===== src/rtl/fusion_pipe_pkg.sv =====
// Shared definitions for the fusion 5-stage integer pipeline: hazard
// controller state encoding, default pipeline depth and the bubble word
// that decode_32 injects when the controller requests a NOP.
package fusion_pipe_pkg;

    localparam int DEFAULT_PIPELINE_LENGTH = 5;

    // Instruction word placed into ID/EX whenever a bubble is inserted.
    localparam logic [31:0] NOP_INSTR = 32'h0000_0000;

    typedef enum logic [2:0] {
        ST_RUN      = 3'd0,
        ST_LD_STALL = 3'd1,
        ST_DRAIN    = 3'd2,
        ST_SYS_WAIT = 3'd3,
        ST_FLUSH    = 3'd4
    } hazard_state_e;

endpackage


===== src/rtl/pipeline_hazard_ctrl_hazard_detect.sv =====
// Load-use comparator between the instruction in EX and the one in ID.
// A load into r0 never creates a hazard, and an unused source field
// (encoded as r0) can therefore never match a real load destination.
module hazard_detect (
    input  logic       ex_mem_read,
    input  logic [4:0] ex_rd,
    input  logic       id_valid,
    input  logic [4:0] id_rsa,
    input  logic [4:0] id_rsb,
    output logic       ld_use_hazard
);

    logic rd_nonzero;
    logic src_match;

    assign rd_nonzero    = (ex_rd != 5'd0);
    assign src_match     = (ex_rd == id_rsa) || (ex_rd == id_rsb);
    assign ld_use_hazard = ex_mem_read && rd_nonzero && id_valid && src_match;

endmodule


===== src/rtl/pipeline_hazard_ctrl.sv =====
// Stall / bubble / flush sequencer for the fusion 5-stage pipeline.
// Outputs are Mealy: they depend on the registered state and the current
// inputs so that a hazard is covered in the same cycle it is detected.
module pipeline_hazard_ctrl
    import fusion_pipe_pkg::*;
#(
    parameter int PIPELINE_LENGTH = DEFAULT_PIPELINE_LENGTH
) (
    input  logic       clk_in,
    input  logic       reset_in,
    input  logic       id_valid_in,
    input  logic [4:0] id_rsa_in,
    input  logic [4:0] id_rsb_in,
    input  logic       id_memsync_in,
    input  logic       id_syscall_in,
    input  logic [4:0] ex_rd_in,
    input  logic       ex_mem_read_in,
    input  logic       ex_pc_change_in,
    input  logic       mem_busy_in,
    input  logic       syscall_done_in,
    output logic       stall_if_out,
    output logic       stall_id_out,
    output logic       bubble_ex_out,
    output logic       flush_if_id_out,
    output logic       syscall_req_out,
    output logic       drain_active_out,
    output logic [2:0] state_out
);

    localparam int              CNT_W   = $clog2(PIPELINE_LENGTH);
    localparam logic [CNT_W-1:0] CNT_MAX = CNT_W'(PIPELINE_LENGTH - 1);

    hazard_state_e    state;
    hazard_state_e    state_next;
    logic [CNT_W-1:0] drain_cnt;
    logic [CNT_W-1:0] drain_cnt_next;
    logic [CNT_W-1:0] drain_cnt_inc;
    logic             sys_pending;
    logic             sys_pending_next;
    logic             ld_use_hazard;

    hazard_detect u_hazard_detect (
        .ex_mem_read   (ex_mem_read_in),
        .ex_rd         (ex_rd_in),
        .id_valid      (id_valid_in),
        .id_rsa        (id_rsa_in),
        .id_rsb        (id_rsb_in),
        .ld_use_hazard (ld_use_hazard)
    );

    // Drain counter advances by one and parks at its maximum so a long
    // mem_busy hold can never wrap it back into the middle of the drain.
    assign drain_cnt_inc = (drain_cnt == CNT_MAX) ? CNT_MAX : drain_cnt + CNT_W'(1);

    assign state_out = state;

    // State, drain counter and pending-syscall flag; reset abandons any sequence.
    always_ff @(posedge clk_in or negedge reset_in) begin
        if (!reset_in) begin
            state       <= ST_RUN;
            drain_cnt   <= '0;
            sys_pending <= 1'b0;
        end else begin
            state       <= state_next;
            drain_cnt   <= drain_cnt_next;
            sys_pending <= sys_pending_next;
        end
    end

    // Next-state and control outputs; a taken PC change outranks everything in RUN.
    always_comb begin
        state_next       = state;
        drain_cnt_next   = drain_cnt;
        sys_pending_next = sys_pending;
        stall_if_out     = 1'b0;
        stall_id_out     = 1'b0;
        bubble_ex_out    = 1'b0;
        flush_if_id_out  = 1'b0;
        syscall_req_out  = 1'b0;
        drain_active_out = 1'b0;

        case (state)
            ST_RUN: begin
                if (ex_pc_change_in) begin
                    flush_if_id_out = 1'b1;
                    state_next      = ST_FLUSH;
                end else if (ld_use_hazard) begin
                    stall_if_out  = 1'b1;
                    stall_id_out  = 1'b1;
                    bubble_ex_out = 1'b1;
                    state_next    = ST_LD_STALL;
                end else if (id_valid_in && (id_memsync_in || id_syscall_in)) begin
                    stall_if_out     = 1'b1;
                    stall_id_out     = 1'b1;
                    bubble_ex_out    = 1'b1;
                    drain_cnt_next   = '0;
                    sys_pending_next = id_syscall_in;
                    state_next       = ST_DRAIN;
                end
            end

            ST_LD_STALL: begin
                state_next = ST_RUN;
            end

            ST_DRAIN: begin
                stall_if_out     = 1'b1;
                stall_id_out     = 1'b1;
                bubble_ex_out    = 1'b1;
                drain_active_out = 1'b1;
                drain_cnt_next   = drain_cnt_inc;
                if ((drain_cnt_inc == CNT_MAX) && !mem_busy_in) begin
                    state_next = sys_pending ? ST_SYS_WAIT : ST_RUN;
                end
            end

            ST_SYS_WAIT: begin
                stall_if_out     = 1'b1;
                stall_id_out     = 1'b1;
                bubble_ex_out    = 1'b1;
                drain_active_out = 1'b1;
                syscall_req_out  = 1'b1;
                if (syscall_done_in) begin
                    sys_pending_next = 1'b0;
                    flush_if_id_out  = 1'b1;
                    state_next       = ST_FLUSH;
                end
            end

            ST_FLUSH: begin
                bubble_ex_out = 1'b1;
                state_next    = ST_RUN;
            end

            default: begin
                state_next = ST_RUN;
            end
        endcase
    end

endmodule


===== config.mk =====
export PLATFORM = sky130hd
export DESIGN_NAME = pipeline_hazard_ctrl
export DESIGN_NICKNAME = d
export VERILOG_FILES = /design/src/rtl/fusion_pipe_pkg.sv /design/src/rtl/pipeline_hazard_ctrl_hazard_detect.sv /design/src/rtl/pipeline_hazard_ctrl.sv
export SDC_FILE = /design/constraint.sdc
export NUM_CORES = 1
export LEC_CHECK = 0
export ABC_AREA = 1
export BUFFER_PORTS_ARGS = -buffer_cell sky130_fd_sc_hd__buf_2
export CORE_MARGIN = 2
export CORE_UTILIZATION = 45
export CTS_CLUSTER_SIZE = 28
export DETAILED_ROUTE_END_ITERATION = 10
export MAX_ROUTING_LAYER = met4
export PLACE_DENSITY = 0.74
export SETUP_SLACK_MARGIN = 0.2
export SKIP_CTS_REPAIR_TIMING = 1
export SLEW_MARGIN = 5
export SYNTH_ARGS = -nofsm -noshare
export SYNTH_HDL_FRONTEND = slang
export SYNTH_SLANG_ARGS = --single-unit

===== constraint.sdc =====
create_clock -name clk_in -period 1.46 [get_ports clk_in]
set_input_delay 0.073 -clock clk_in [delete_from_list [all_inputs] [get_ports clk_in]]
set_output_delay 0.073 -clock clk_in [all_outputs]
set_load 0.05 [all_outputs]

# Word-level counts from Yosys, hierarchy flattened
# Index checks and enable logic that the tools add are counted.
# classes
n_addsub	1
n_mux	27
n_reduce_logical	17
n_eq_ne	13
# op_table
op	n
$mux W3	9
$mux W1	11
$eq A5 B5 Y1	2
$ne A2 B2 Y1 const B	5
$eq A3 B3 Y1 const B	3
$pmux W3 S3	1
$pmux W1 S2	4
$eq A3 B2 Y1 const B	2
$pmux W3 S2	1
$logic_and A1 B1 Y1	5
$reduce_and A5 Y1	1
$reduce_bool A5 Y1	1
$ne A4 B4 Y1 const B	1
$reduce_and A4 Y1	1
$reduce_bool A2 Y1	2
$add A3 B1 Y3 const B	1
$logic_not A3 Y1	1
$reduce_and A3 Y1	1
$reduce_or A3 Y1	1
$logic_or A1 B1 Y1	2
$mux W2	1
$reduce_or A2 Y1	1
$logic_not A1 Y1	1
# totals
reg_bits	7
output_inout_bits	9

# Longest topological paths before layout
# Gate-level depths: netlist of the first run.
# logic_depth
depth_word	7
ltp_mapped	12
ltp_nobuf	12

# Hierarchy
# Synthesis of the first run repeated with hierarchy kept, for this count alone.
# unflattened
hier_cells	127
hier_area_um2	738.2
# modules_own_cells
module	n_inst	area_each_um2	cells_each	seq_area_each_um2
pipeline_hazard_ctrl	1	543.0	82	175.2
hazard_detect	1	195.2	45	0.0

# Worst setup path before layout of the first run
# OpenSTA, ideal clock, no wires.
# synth_timing
kind	reg2out
from	register state[1] (netlist: state_out[1])
to	output flush_if_id_out
arrival_ns	2.253
stages_incl_launch_ff	7
path_slack_ns	-0.866
n_path_buf	0
path_cell_list	dfrtp_1 -> inv_1 -> nor2_4 -> nand2_2 -> inv_1 -> nand2_1 -> o21ai_0
# synth_via
elab_chain_len	2
elab_cells_between_ends	3
# synth_rtl
element	line_no	text
start: declaration	pipeline_hazard_ctrl.sv:33	hazard_state_e state;
start signal: assignment	pipeline_hazard_ctrl.sv:64	state <= state_next;
$eq A3 B2 Y1 or $logic_not A3 Y1 (tied branches)	pipeline_hazard_ctrl.sv:82	case (state)
$pmux W1 S2 (*)	pipeline_hazard_ctrl.sv:82	
end: declaration	pipeline_hazard_ctrl.sv:24	output logic flush_if_id_out,
# Every way passes the cells marked *; elsewhere a longest branch is shown, timed or not.

# Final worst setup path of the first run
# layout_timing
from	register state[0] (netlist: state_out[0])
to	output flush_if_id_out
# Same word-level chain as after synthesis.

==> results of run 1 <==
[final cells by class]
type | instances | share of cell area
clock buffers | 4 | 0.0243
inverters | 25 | 0.0904
multi-input cells | 92 | 0.469
flip-flops and latches | 7 | 0.166
well taps | 16 | 0.0185
repair buffers | 39 | 0.232
[cell usage in the layout, fill, tap and decap left out, types with 2 or more instances in the layout]
master / synthesis / routed
nand3_1: 8 / 7
dfrtp_1: 7 / 4
o21ai_0: 4 / 3
nand2_1: 48 / 46
nor2_2: 3 / 2
inv_1: 21 / 16
nand2_2: 5 / 6
buf_6: 0 / 4
xnor2_1: 3 / 3
dfrtp_2: 0 / 3
buf_4: 1 / 6
buf_2: 0 / 27
nor2_4: 2 / 4
inv_2: 4 / 8
clkbuf_4: 0 / 3
nand4_1: 2 / 2
nor2_1: 11 / 10
[how the worst min path moves through the flow]
stage / from / endpoint / slack [ps]
detailed placement: reset_in / sys_pending / -90
CTS: reset_in / sys_pending / -360
floorplan: reset_in / drain_cnt[0] / -220
finish: syscall_done_in / state_out[2] / 110
global placement: reset_in / drain_cnt[2] / -80
global route: syscall_done_in / state_out[2] / 120
[power breakdown]
| part | leakage, nW | internal, W | switching [W] |
|---|---|---|---|
| combinational | 0.554 | 0.000697 | 0.00122 |
| clock | 0.0150 | 0.000104 | 0.0000711 |
| sequential | 0.0842 | 0.000301 | 0.0000873 |
[sequential cells by signal, summed over array words and instances (netlist names)]
| register | flops |
|---|---|
| sys_pending | 1 |
| drain_cnt | 3 |
| state_out | 3 |
[cells by family (layout without fill, tap and decap cells)]
| logic type | count (synthesis) | count (layout) | synth area share |
|---|---|---|---|
| AND/OR/NAND/NOR | 80 | 80 | 0.486 |
| adder cells (fa/ha/maj) | 2 | 2 | 0.0344 |
| AO/OA/AOI/OAI | 7 | 7 | 0.0636 |
| XOR/XNOR | 3 | 3 | 0.0361 |
| buffers and inverters | 26 | 68 | 0.139 |
| flip-flops | 7 | 7 | 0.241 |
[worst reg2reg max path, stage by stage (launching register included)]
cell and delay, ps:
dfrtp_2 420, nor2_4 120, inv_2 50, nor2_4 150, inv_2 100, nor2_2 130
nand3_1 90, nand2_1 70, inv_1 50, nand2_1 60, nand2_1 50
[synth_stat cells, drive strengths merged]
cell type	n
a211oi	1
nor2	16
xnor2	3
nand4	2
a21oi	1
nand3	8
dfrtp	7
buf	1
nand2	53
inv	25
o21ai	5
ha	2
nand3b	1
[metrics by stage]
step                      instance area [um2]  cells  TNS, ps
after floorplan                           764    125    -1330
after global placement                    945    173        0
after detailed placement                  945    173        0
after CTS                                 971    177     -421
after global routing                     1080    183     -290
final                                    1080    183    -9.66
[layer usage]
layer / routed length [um] / part of all wire
met1: 759 / 0.43
met2: 909 / 0.51
met3: 89 / 0.050
met4: 14 / 0.0079
met5: 0 / 0
==> impl_metrics.toml, run 1 <==
[global_route]
grt_max_degree = 8
track_usage = 0.210
antenna_found_initial = 0
grt_overflow = 0
grt-busiest-layer = "met2"
met2_usage = 0.353
grtUsageMet3 = 0.0735
grt_pass1_wl_mm = 2.91
first_global_vias = 756
grt_use_met1 = 0.243

[routing]
routed_wl_mm = 1.77
drtIter0Drc = 8
dr.pass1.iters = 4
route.vias.total = 864
ant_nets = 0
drc = 0
vias_per_cell = 4.72
wl_per_cell_um = 9.68

[cts]
cts-root-buf = "clkbuf_4"
cts.clk_slew.worst_paths_ps = 50
htree_levels = 1
clock-sinks = 7
tritoncts = "built"
clock_latency_ps = 260
cts_max_path_buffers = 2
cts_buffers = 3

[worst_setup_path]
r2r-end = "state_out[0]"
cp.depth = 6
timing.rr.start = "state_out[0]"
r2r_slack_ps = 70
slowest_stage = "dfrtp_2"
critical-path-top-delay-family = "flip-flops"
arrival_ps = 1400
path_max_fanout = 5
end_kind = "output pin"
crit_path_start = "state_out[0]"
crit_end = "flush_if_id_out"
reg2regPathDepth = 10
slowest_delay_ps = 420
crit_buf_inv = 3
cp-start-kind = "flip-flop"
critPathKind = "flip-flop to output pin"
critical_path.cell_chain = "nor2_4 -> inv_2 -> nor2_4 -> inv_2 -> o21ai_4 -> buf_6"
critical_path_required_ps = 1390

[sta]
rsz0062_at_grt = "yes"
hold_viol_final = 0
finalClockSkew_ps = 4.29
worst_pin_slew_ps = 413
relSlewSlack = 0.722
slew_violations = 0
fin_crit_sh = 1.01
setup_viol = 1
layout_setup_ws_ps = -9.66
min_period_ps = 1470
fmax_mhz = 680
timing.hold.ws_ps = 114

[logic_synthesis]
ys_ff_latch = 7
syn-num-nets = 151
yosysWarningCount = 0
yosys-top-cells-area = "nand2_1, dfrtp_1, inv_1, nor2_1, nand3_1"
postSynthCellCount = 125
synth.largest_area_cell = "nand2_1"
synth_top_cell_area_share = 0.247
yosysSeqAreaShare = 0.241
synth_cell_types = 18
syn_area_um2 = 728
synth.avg_cell_area_um2 = 5.83

[layout]
fillers = 132
fin_nets = 194
antenna_cells = 0
final_util = 0.717
drive_above_1_share = 0.431
seq_area_um2 = 179
multi_input_comb_area_um2 = 507
synthToLayoutAreaGrowth_pct = 48.3

[die]
die_x_um = 44.2
die_area_mm2 = 0.00196
ios = 33
initial_core_util = 0.483
num_rows = 14
core_area_mm2 = 0.00151
die_y_um = 44.2

[min_path]
worst_hold_path.num_cells = 3
min_path_type = "primary input to flip-flop"

[pwr]
ir_worst_vdd_v = 0.00120
power.density_mw_per_mm2 = 2290
power_w = 0.00248
total_leakage_power_nw = 0.653

[place]
dp_slack_ps = 19.0
dp_hpwl_mm = 1.42
gp_congestion = 0.799
io_buffers = 32

[run_status]
failed_checks = "setup timing"
status = "complete, but fails checks"

[run]
drv_cap = 0
Note: power is estimated with default switching activity, not from simulation.
==> inputs of run 2 (changes only) <==
clock period = 1.68 ns   (was 1.46 ns; I/O delays follow)
==> impl_metrics.toml, run 2 (synthesis gave the netlist of run 1 again) <==
[run_status]
status = "finished clean"

[sta]
rsz0062_at_grt = "yes"
setup_viol = 0
timing.hold.ws_ps = 134
relSlewSlack = 0.709
hold_viol_final = 0
fin_crit_sh = 0.874
worst_pin_slew_ps = 432
finalClockSkew_ps = 7.34
slew_violations = 0
setup_tns_ps = 0
min_period_ps = 1470
layout_setup_ws_ps = 211
fmax_mhz = 681

[global_route]
grt_overflow = 0
grt_max_degree = 8
track_usage = 0.192
grt_pass1_wl_mm = 2.70
first_global_vias = 682
antenna_found_initial = 0

[routing]
wl_met2_um = 876
drc = 0
m1WireLength_um = 796
top_layer = "met4"
ant_nets = 0
wl_per_cell_um = 9.76
routed_wl_mm = 1.82
wl_met3_um = 115
route.vias.total = 894
dr.pass1.iters = 4
drtIter0Drc = 29
vias_per_cell = 4.81

[cts]
cts_buffers = 3
htree_levels = 1
cts-root-buf = "clkbuf_4"
cts.clk_slew.worst_paths_ps = 50
clock_latency_ps = 250
tritoncts = "built"
clock-sinks = 7
cts_max_path_buffers = 2

[die]
die_y_um = 44.2
initial_core_util = 0.483
die_area_mm2 = 0.00196
ios = 33
core_area_mm2 = 0.00151
num_rows = 14
die_x_um = 44.2

[worst_setup_path]
reg2regPathDepth = 10
critical_path.cell_chain = "nor2_4 -> inv_2 -> nor2_4 -> nand3_2 -> nand4_1 -> buf_6"
path_max_fanout = 3
crit_end = "bubble_ex_out"
crit_path_start = "state_out[1]"
cp-start-kind = "flip-flop"
slowest_stage = "dfrtp_2"
cpMostUsedCell = "nor2_4"
critPathKind = "flip-flop to output pin"
timing.rr.start = "state_out[1]"
critical_path_required_ps = 1600
r2r-end = "state_out[1]"
r2r_slack_ps = 290
end_kind = "output pin"
arrival_ps = 1380
slowest_delay_ps = 430

[place]
gp_congestion = 0.785
io_buffers = 32
dp_slack_ps = 250
dp_hpwl_mm = 1.37

[layout]
final_util = 0.728
antenna_cells = 0
synthToLayoutAreaGrowth_pct = 50.7
fillers = 118
layout_common_cells = "nand2_1, buf_2, inv_1"
fin_nets = 197
final_common_cell = "nand2_1"
drive_above_1_share = 0.447

[pwr]
comb_power_share = 0.781
power.density_mw_per_mm2 = 2050
switchingPower_w = 0.00123
ir_worst_vdd_v = 0.000954
total_leakage_power_nw = 0.665
swShare = 0.546
p_seq_frac = 0.152
clkPwrFrac = 0.067
p_int_w = 0.00102

[run]
drv_cap = 0

[min_path]
min_path_type = "primary input to flip-flop"
## run 2: final cells by class
type	instances	area [um2]	share of cell area
clock buffer	4	26.3	0.0239
inverter	25	100	0.0912
multi-input combinational	92	509	0.464
sequential	7	179	0.163
tap	16	20.0	0.0182
timing repair buffer	42	263	0.239
## run 2: worst max-delay path, delay by kind of cell (launching register included)
family / cells / cell delay [ps]
simple gates: 4 / 490
flops: 1 / 430
buf+inv: 2 / 210
## run 2: power groups by stage
stage	registers (W)	logic, W	clock network (W)
after floorplan	0.000462	0.000991	0
after global placement	0.000352	0.00132	0
after detailed placement	0.000353	0.00134	0
after CTS	0.000351	0.00134	0.000156
after global routing	0.000351	0.00190	0.000173
final	0.000343	0.00176	0.000151
## run 2: through the flow
stage                     area [um2]  power [W]  std cells
after CTS                        963    0.00185        176
after floorplan                  764    0.00145        125
after global placement           937    0.00167        172
final                           1100    0.00225        186
after global routing            1100    0.00242        186
after detailed placement         937    0.00169        172
## run 2: how the worst min path moves through the flow
stage | depth (start not counted) | start | slack [ps] | to
after floorplan | 0 | reset_in | -210 | drain_cnt[0]
after global placement | 1 | reset_in | -80 | drain_cnt[2]
after detailed placement | 1 | reset_in | -80 | drain_cnt[2]
after CTS | 1 | reset_in | -350 | drain_cnt[2]
after global routing | 4 | syscall_done_in | 130 | state_out[0]
final | 4 | syscall_done_in | 130 | state_out[0]
## run 2: per-layer routing
layer,GRT usage,vias up
li1,-,464
met1,0.241,387
met2,0.306,37
met3,0.0735,6
met4,0.0182,0
met5,-,-
